===== src/rtl/uart_rx.sv =====
// uart_rx: 8N1-style UART receiver with mid-bit sampling,
// a one-entry valid/ready output register and error pulses.
// Ports: clk, rstn (sync, active-low), sig (async line, idle 1),
//   data/valid/ready (output handshake), frame_err, overrun (pulses).
module uart_rx #(
  parameter int DATA_WIDTH = 8,
  parameter int BAUD_RATE  = 115200,
  parameter int CLK_FREQ   = 20_000_000
) (
  input  logic                  clk,
  input  logic                  rstn,
  input  logic                  sig,
  output logic [DATA_WIDTH-1:0] data,
  output logic                  valid,
  input  logic                  ready,
  output logic                  frame_err,
  output logic                  overrun
);

  localparam int PULSE_WIDTH = CLK_FREQ / BAUD_RATE;
  localparam int HALF_PULSE_WIDTH = PULSE_WIDTH / 2;
  localparam int CW = $clog2(PULSE_WIDTH) + 1;
  localparam int BW = $clog2(DATA_WIDTH);

  localparam logic [CW-1:0] PULSE_RELOAD = CW'(PULSE_WIDTH - 1);
  localparam logic [CW-1:0] HALF_RELOAD  = CW'(HALF_PULSE_WIDTH - 1);
  localparam logic [BW-1:0] LAST_BIT     = BW'(DATA_WIDTH - 1);

  typedef enum logic [2:0] {
    RECOVER, IDLE, START, DATA, STOP
  } state_t;

  state_t state, next_state;

  logic s1, s2, s;
  logic [CW-1:0] cnt;
  logic [BW-1:0] bit_idx;
  logic [DATA_WIDTH-1:0] shreg;

  logic timed, tick, word_done, stop_bad;

  // Two-flop synchronizer; idle level on reset so no false start.
  always_ff @(posedge clk) begin
    if (!rstn) begin
      s1 <= 1'b1;
      s2 <= 1'b1;
    end else begin
      s1 <= sig;
      s2 <= s1;
    end
  end

  assign s = s2;

  always_ff @(posedge clk) begin
    if (!rstn) state <= RECOVER;
    else       state <= next_state;
  end

  always_comb begin
    next_state = state;
    unique case (state)
      RECOVER: if (s) next_state = IDLE;
      IDLE:    if (!s) next_state = START;
      START:   if (tick) next_state = s ? IDLE : DATA;
      DATA:    if (tick && bit_idx == LAST_BIT)
                 next_state = STOP;
      STOP:    if (tick) next_state = s ? IDLE : RECOVER;
      default: next_state = RECOVER;
    endcase
  end

  always_comb begin
    timed     = 1'b0;
    tick      = 1'b0;
    word_done = 1'b0;
    stop_bad  = 1'b0;
    unique case (state)
      START, DATA: begin
        timed = 1'b1;
        tick  = (cnt == '0);
      end
      STOP: begin
        timed     = 1'b1;
        tick      = (cnt == '0);
        word_done = tick && s;
        stop_bad  = tick && !s;
      end
      default: ;
    endcase
  end

  // Outside the timed states the counter sits preloaded so that the
  // start sample lands HALF_PULSE_WIDTH cycles after the falling edge.
  always_ff @(posedge clk) begin
    if (!rstn) begin
      cnt     <= '0;
      bit_idx <= '0;
      shreg   <= '0;
    end else begin
      if (timed)
        cnt <= (cnt == '0) ? PULSE_RELOAD : cnt - CW'(1);
      else
        cnt <= HALF_RELOAD;
      if (state == DATA && tick) begin
        shreg[bit_idx] <= s;
        bit_idx <= bit_idx + BW'(1);
      end else if (state != DATA) begin
        bit_idx <= '0;
      end
    end
  end

  // A completing word may replace a word consumed in the same cycle.
  always_ff @(posedge clk) begin
    if (!rstn) begin
      data      <= '0;
      valid     <= 1'b0;
      frame_err <= 1'b0;
      overrun   <= 1'b0;
    end else begin
      frame_err <= stop_bad;
      overrun   <= word_done && valid && !ready;
      if (word_done && (!valid || ready)) begin
        data  <= shreg;
        valid <= 1'b1;
      end else if (valid && ready) begin
        valid <= 1'b0;
      end
    end
  end

endmodule

===== config.mk =====
export PLATFORM = sky130hd
export DESIGN_NAME = uart_rx
export DESIGN_NICKNAME = d
export VERILOG_FILES = /design/src/rtl/uart_rx.sv
export SDC_FILE = /design/constraint.sdc
export NUM_CORES = 1
export LEC_CHECK = 0
export BUFFER_PORTS_ARGS = -buffer_cell sky130_fd_sc_hd__buf_2
export CAP_MARGIN = 10
export CORE_ASPECT_RATIO = 0.9
export CORE_UTILIZATION = 57
export CTS_CLUSTER_DIAMETER = 150
export DETAILED_ROUTE_END_ITERATION = 10
export GPL_TIMING_DRIVEN = 1
export HOLD_SLACK_MARGIN = 0.15
export PLACE_DENSITY = 0.76
export RECOVER_POWER = 100
export SLEW_MARGIN = 20
export SYNTH_ARGS = -nofsm -noshare
export SYNTH_HDL_FRONTEND = slang
export SYNTH_SLANG_ARGS = --single-unit

===== constraint.sdc =====
create_clock -name clk -period 2.2 [get_ports clk]
set_input_delay 0.11 -clock clk [delete_from_list [all_inputs] [get_ports clk]]
set_output_delay 0.11 -clock clk [all_outputs]
set_load 0.01 [all_outputs]

==> parameters.txt <==
Parameter                              Value

Route
  Routed length per instance ... 13.82 µm
  Routed wire length ... 3.303 mm
  Number of DRC markers in iteration 0 ... ~70
  Number of DRC violations after detailed routing ... 0
  Via/cell ratio ... ~5.6
  Number of iterations in the first detailed-routing pass ... 4
  Count of nets left with antenna violations after detail routing ... 0
  Number of vias after detailed routing ... roughly 1400

Min path
  Startpoint of the lowest-slack hold path ... s1
  Class of the tightest hold or removal check ... register to register
  Worst hold endpoint ... s
  Hold-critical path depth ... 1

Run status
  Run status ... completed

Timing
  Setup ws final ... roughly 0.15 ns
  Slew HR ... 0.4273
  Portion of the clock cycle consumed by the worst path in the final layout ... 0.9302
  Fin crit period ... around 2.0 ns
  Setup TNS ... 0 ns
  Highest attainable clock frequency ... between 400 and 500 MHz
  Final setup vio count ... 0
  WHS ... approximately 0.44 ns
  Unrepaired setup endpoints after global routing ... false
  Least-Margin Pin Slew ... about 0.85 ns
  Maximum clock skew at final layout ... slightly below 0.007 ns
  Final hold viol count ... 0
  Pins Over Slew Limit ... 0

Clock network
  TritonCTS clock tree ... done
  Maximum count of clock buffers along a single path ... 2
  Number of buffers added by the clock tree synthesis step ... 5
  Number of clock sinks ... 36
  Clock latency on the worst-skew pair ... about 0.34 ns
  Hold bufs inserted after CTS ... 4
  Post_cts resized ... 0
  Number of buffers added for setup after CTS ... 0
  H-tree Lvls ... 2
  Clock Root Buffer ... sky130_fd_sc_hd__clkbuf_4
  Clock edge transition at the registers on the reported setup and hold paths ... approximately 0.11 ns

Yosys
  Number of nets produced by synthesis ... ~190
  Most used flip-flop cell after synthesis ... sky130_fd_sc_hd__dfxtp_1
  Share of synthesized cell area in and, or, nand and nor gates ... 0.2732
  Dominant combinational cell family by area after synthesis ... simple AND/OR/NAND/NOR gates
  FF+latch count, synth ... 36
  Adder-Cell Fraction of Synth Area ... 0.02302
  Xor/xnor cell area share of the yosys netlist ... 0.01074
  Multiplexer area fraction after synthesis ... 0.05526
  Sequential element share of the synthesized area ... 0.4421
  Warning count from the yosys run ... 0
  Synth Cell Area ... 1630 µm²
  Average footprint of a synthesized cell ... approximately 9.1 µm²
  Number of distinct library cell variants in the gate-level netlist after synthesis ... 41
  Number of enable-type register cells in the synthesized netlist ... 0
  Synthesized netlist cell count ... 180
  Async set-reset flop share out of synthesis ... 0
  Fraction of the mapped netlist area in compound gates ... 0.1427

Worst setup path
  Critical-path maximum fanout ... 10
  Origin of the critical flop-to-flop path ... state[2]
  Worst Setup End Kind ... register
  Register-to-register setup slack ... around 0.15 ns
  Worst EP required ... 2.45 ns
  Critical path class ... register to register
  Worst EP arrival ... between 2 and 2.5 ns
  Worst r2r path cells ... 4
  Capturing point of the worst reg2reg path ... cnt[5]
  Startpoint class of the critical path ... register

Floorplanning
  Overall die height ... 52.74 µm
  Initial Util ... 0.5983
  Overall die area ... 3078 µm²
  Core area ... approximately 2700 µm²
  I/O Pins ... 15
  Count of standard-cell rows ... 18
  Die boundary width ... approximately 58 µm

Global route
  Via count of the first global-routing pass ... approximately 1200
  Largest net degree at the start of global routing ... 25
  Total routing usage reported by global routing ... 0.2416
  Global-route congestion overflow total ... 0
  Wire length of the first global-routing pass ... around 5.4 mm
  Number of antenna violations at the first check in global routing ... 0

Cells and area
  Post-Layout Cell Count ... approximately 240
  Layout cell share with drive strength beyond 1 ... 0.1055
  Fin nets ... ~210
  ANT cells ... 0
  Area growth from synthesis to final layout ... 10.28%

Pwr
  Cell internal pwr ... around 0.96 mW
  Switching power as a share of total power ... 0.2470
  Combinational cell fraction of total power ... 0.101
  Seq pwr share ... 0.545
  Fraction of power consumed by the clock network ... 0.354
  Max IR drop VDD ... roughly 0.00056 V
  Leakage ... about 0.67 nW
  Total power density per cell area ... 708.9 nW/µm²
  Switching power ... 0.3149 mW
  Power consumption ... roughly 1.3 mW

Place
  Number of input and output port buffers inserted ... 14
  Placed cells ... ~230
  Hpwl dp ... about 2.3 mm
  Dpl ws ... roughly 0.18 ns
  Final weighted congestion in routability-driven placement ... ~0.82

Flow run
  Reported max-cap violation count ... 0
[synthesized netlist by cell type (4+ instances only)]
library cell / count / area share
sky130_fd_sc_hd__inv_1: 7 / 0.016
sky130_fd_sc_hd__nand4_1: 7 / 0.027
sky130_fd_sc_hd__nand2_1: 12 / 0.028
sky130_fd_sc_hd__dfxtp_1: 36 / 0.44
sky130_fd_sc_hd__nor2b_1: 5 / 0.019
sky130_fd_sc_hd__o21ai_0: 12 / 0.037
sky130_fd_sc_hd__nand2b_1: 4 / 0.015
sky130_fd_sc_hd__mux2i_1: 9 / 0.055
sky130_fd_sc_hd__nor2_1: 16 / 0.037
sky130_fd_sc_hd__nor3_1: 6 / 0.018
sky130_fd_sc_hd__nand3_1: 4 / 0.012
sky130_fd_sc_hd__a21oi_1: 15 / 0.046
sky130_fd_sc_hd__clkbuf_1: 8 / 0.018
[registers in the layout, indices dropped and copies added (netlist names)]
signal / cells
data: 8
valid: 1
state: 3
frame_err: 1
s: 1
overrun: 1
cnt: 9
shreg: 8
bit_idx: 3
s1: 1
[cells in the final DEF (no fill, tap or decap), drive strengths merged, types with 5 or more instances in the layout]
| master | n |
|---|---|
| a21oi | 15 |
| clkbuf | 20 |
| dfxtp | 36 |
| inv | 7 |
| mux2i | 9 |
| nand2 | 12 |
| nand4 | 7 |
| nor2 | 17 |
| nor2b | 5 |
| nor3 | 7 |
| nor4 | 6 |
| o21ai | 13 |
[critical path: stages, from the launching register on]
cell and delay (ns):
sky130_fd_sc_hd__dfxtp_1 0.52, sky130_fd_sc_hd__or3b_2 0.52, sky130_fd_sc_hd__o21ai_0 0.35, sky130_fd_sc_hd__nand2_1 0.32, sky130_fd_sc_hd__a211oi_1 0.25
[power by group through the flow]
stage                     Combinational, mW  Sequential [mW]  Clock (mW)
after floorplan                       0.120            0.692           0
after global placement                0.124            0.706           0
after detailed placement              0.128            0.709           0
after CTS                             0.134            0.694       0.462
after global routing                  0.141            0.698       0.488
final                                 0.129            0.695       0.451
[final cells by class]
class	instances	area (µm²)
clock inverter	2	35.03
sequential	36	720.7
timing repair buffer	22	118.9
fill	250	927.1
multi-input combinational	126	805.8
inverter	7	26.28
clock buffer	6	41.29
tap	40	50.05
[through the flow]
step | utilization | area [µm²]
5_1_grt | 0.6598 | 1798
3_3_place_gp | 0.6313 | 1720
3_5_place_dp | 0.6313 | 1720
6_report | 0.6598 | 1798
2_1_floorplan | - | 1630
4_1_cts | 0.6740 | 1837
[layer usage]
metal,part of all wire,vias to the layer above,wire (µm),GRT usage
li1,-,687,-,-
met1,0.49,621,1613,0.3191
met2,0.45,37,1490,0.3640
met3,0.051,5,167,0.07407
met4,0.0094,0,31,0.1032
met5,0,-,0,0
[logic make-up after synthesis]
logic type	Yosys count
flops	36
mux	9
simple gates	73
compound gates	39
xor+xnor	2
fa+ha+maj	3
buf+inv	18
[worst max path at each step]
stage	from	to	slack, ns	cells after the start
floorplan	cnt[0]	state[0]	0.28	7
global placement	cnt[0]	state[0]	0.28	6
detailed placement	cnt[0]	state[0]	0.18	6
CTS	cnt[0]	state[0]	0.15	6
global route	cnt[0]	shreg[2]	0.05	6
finish	state[2]	cnt[5]	0.15	4
Power figures use the tool's default switching activity.
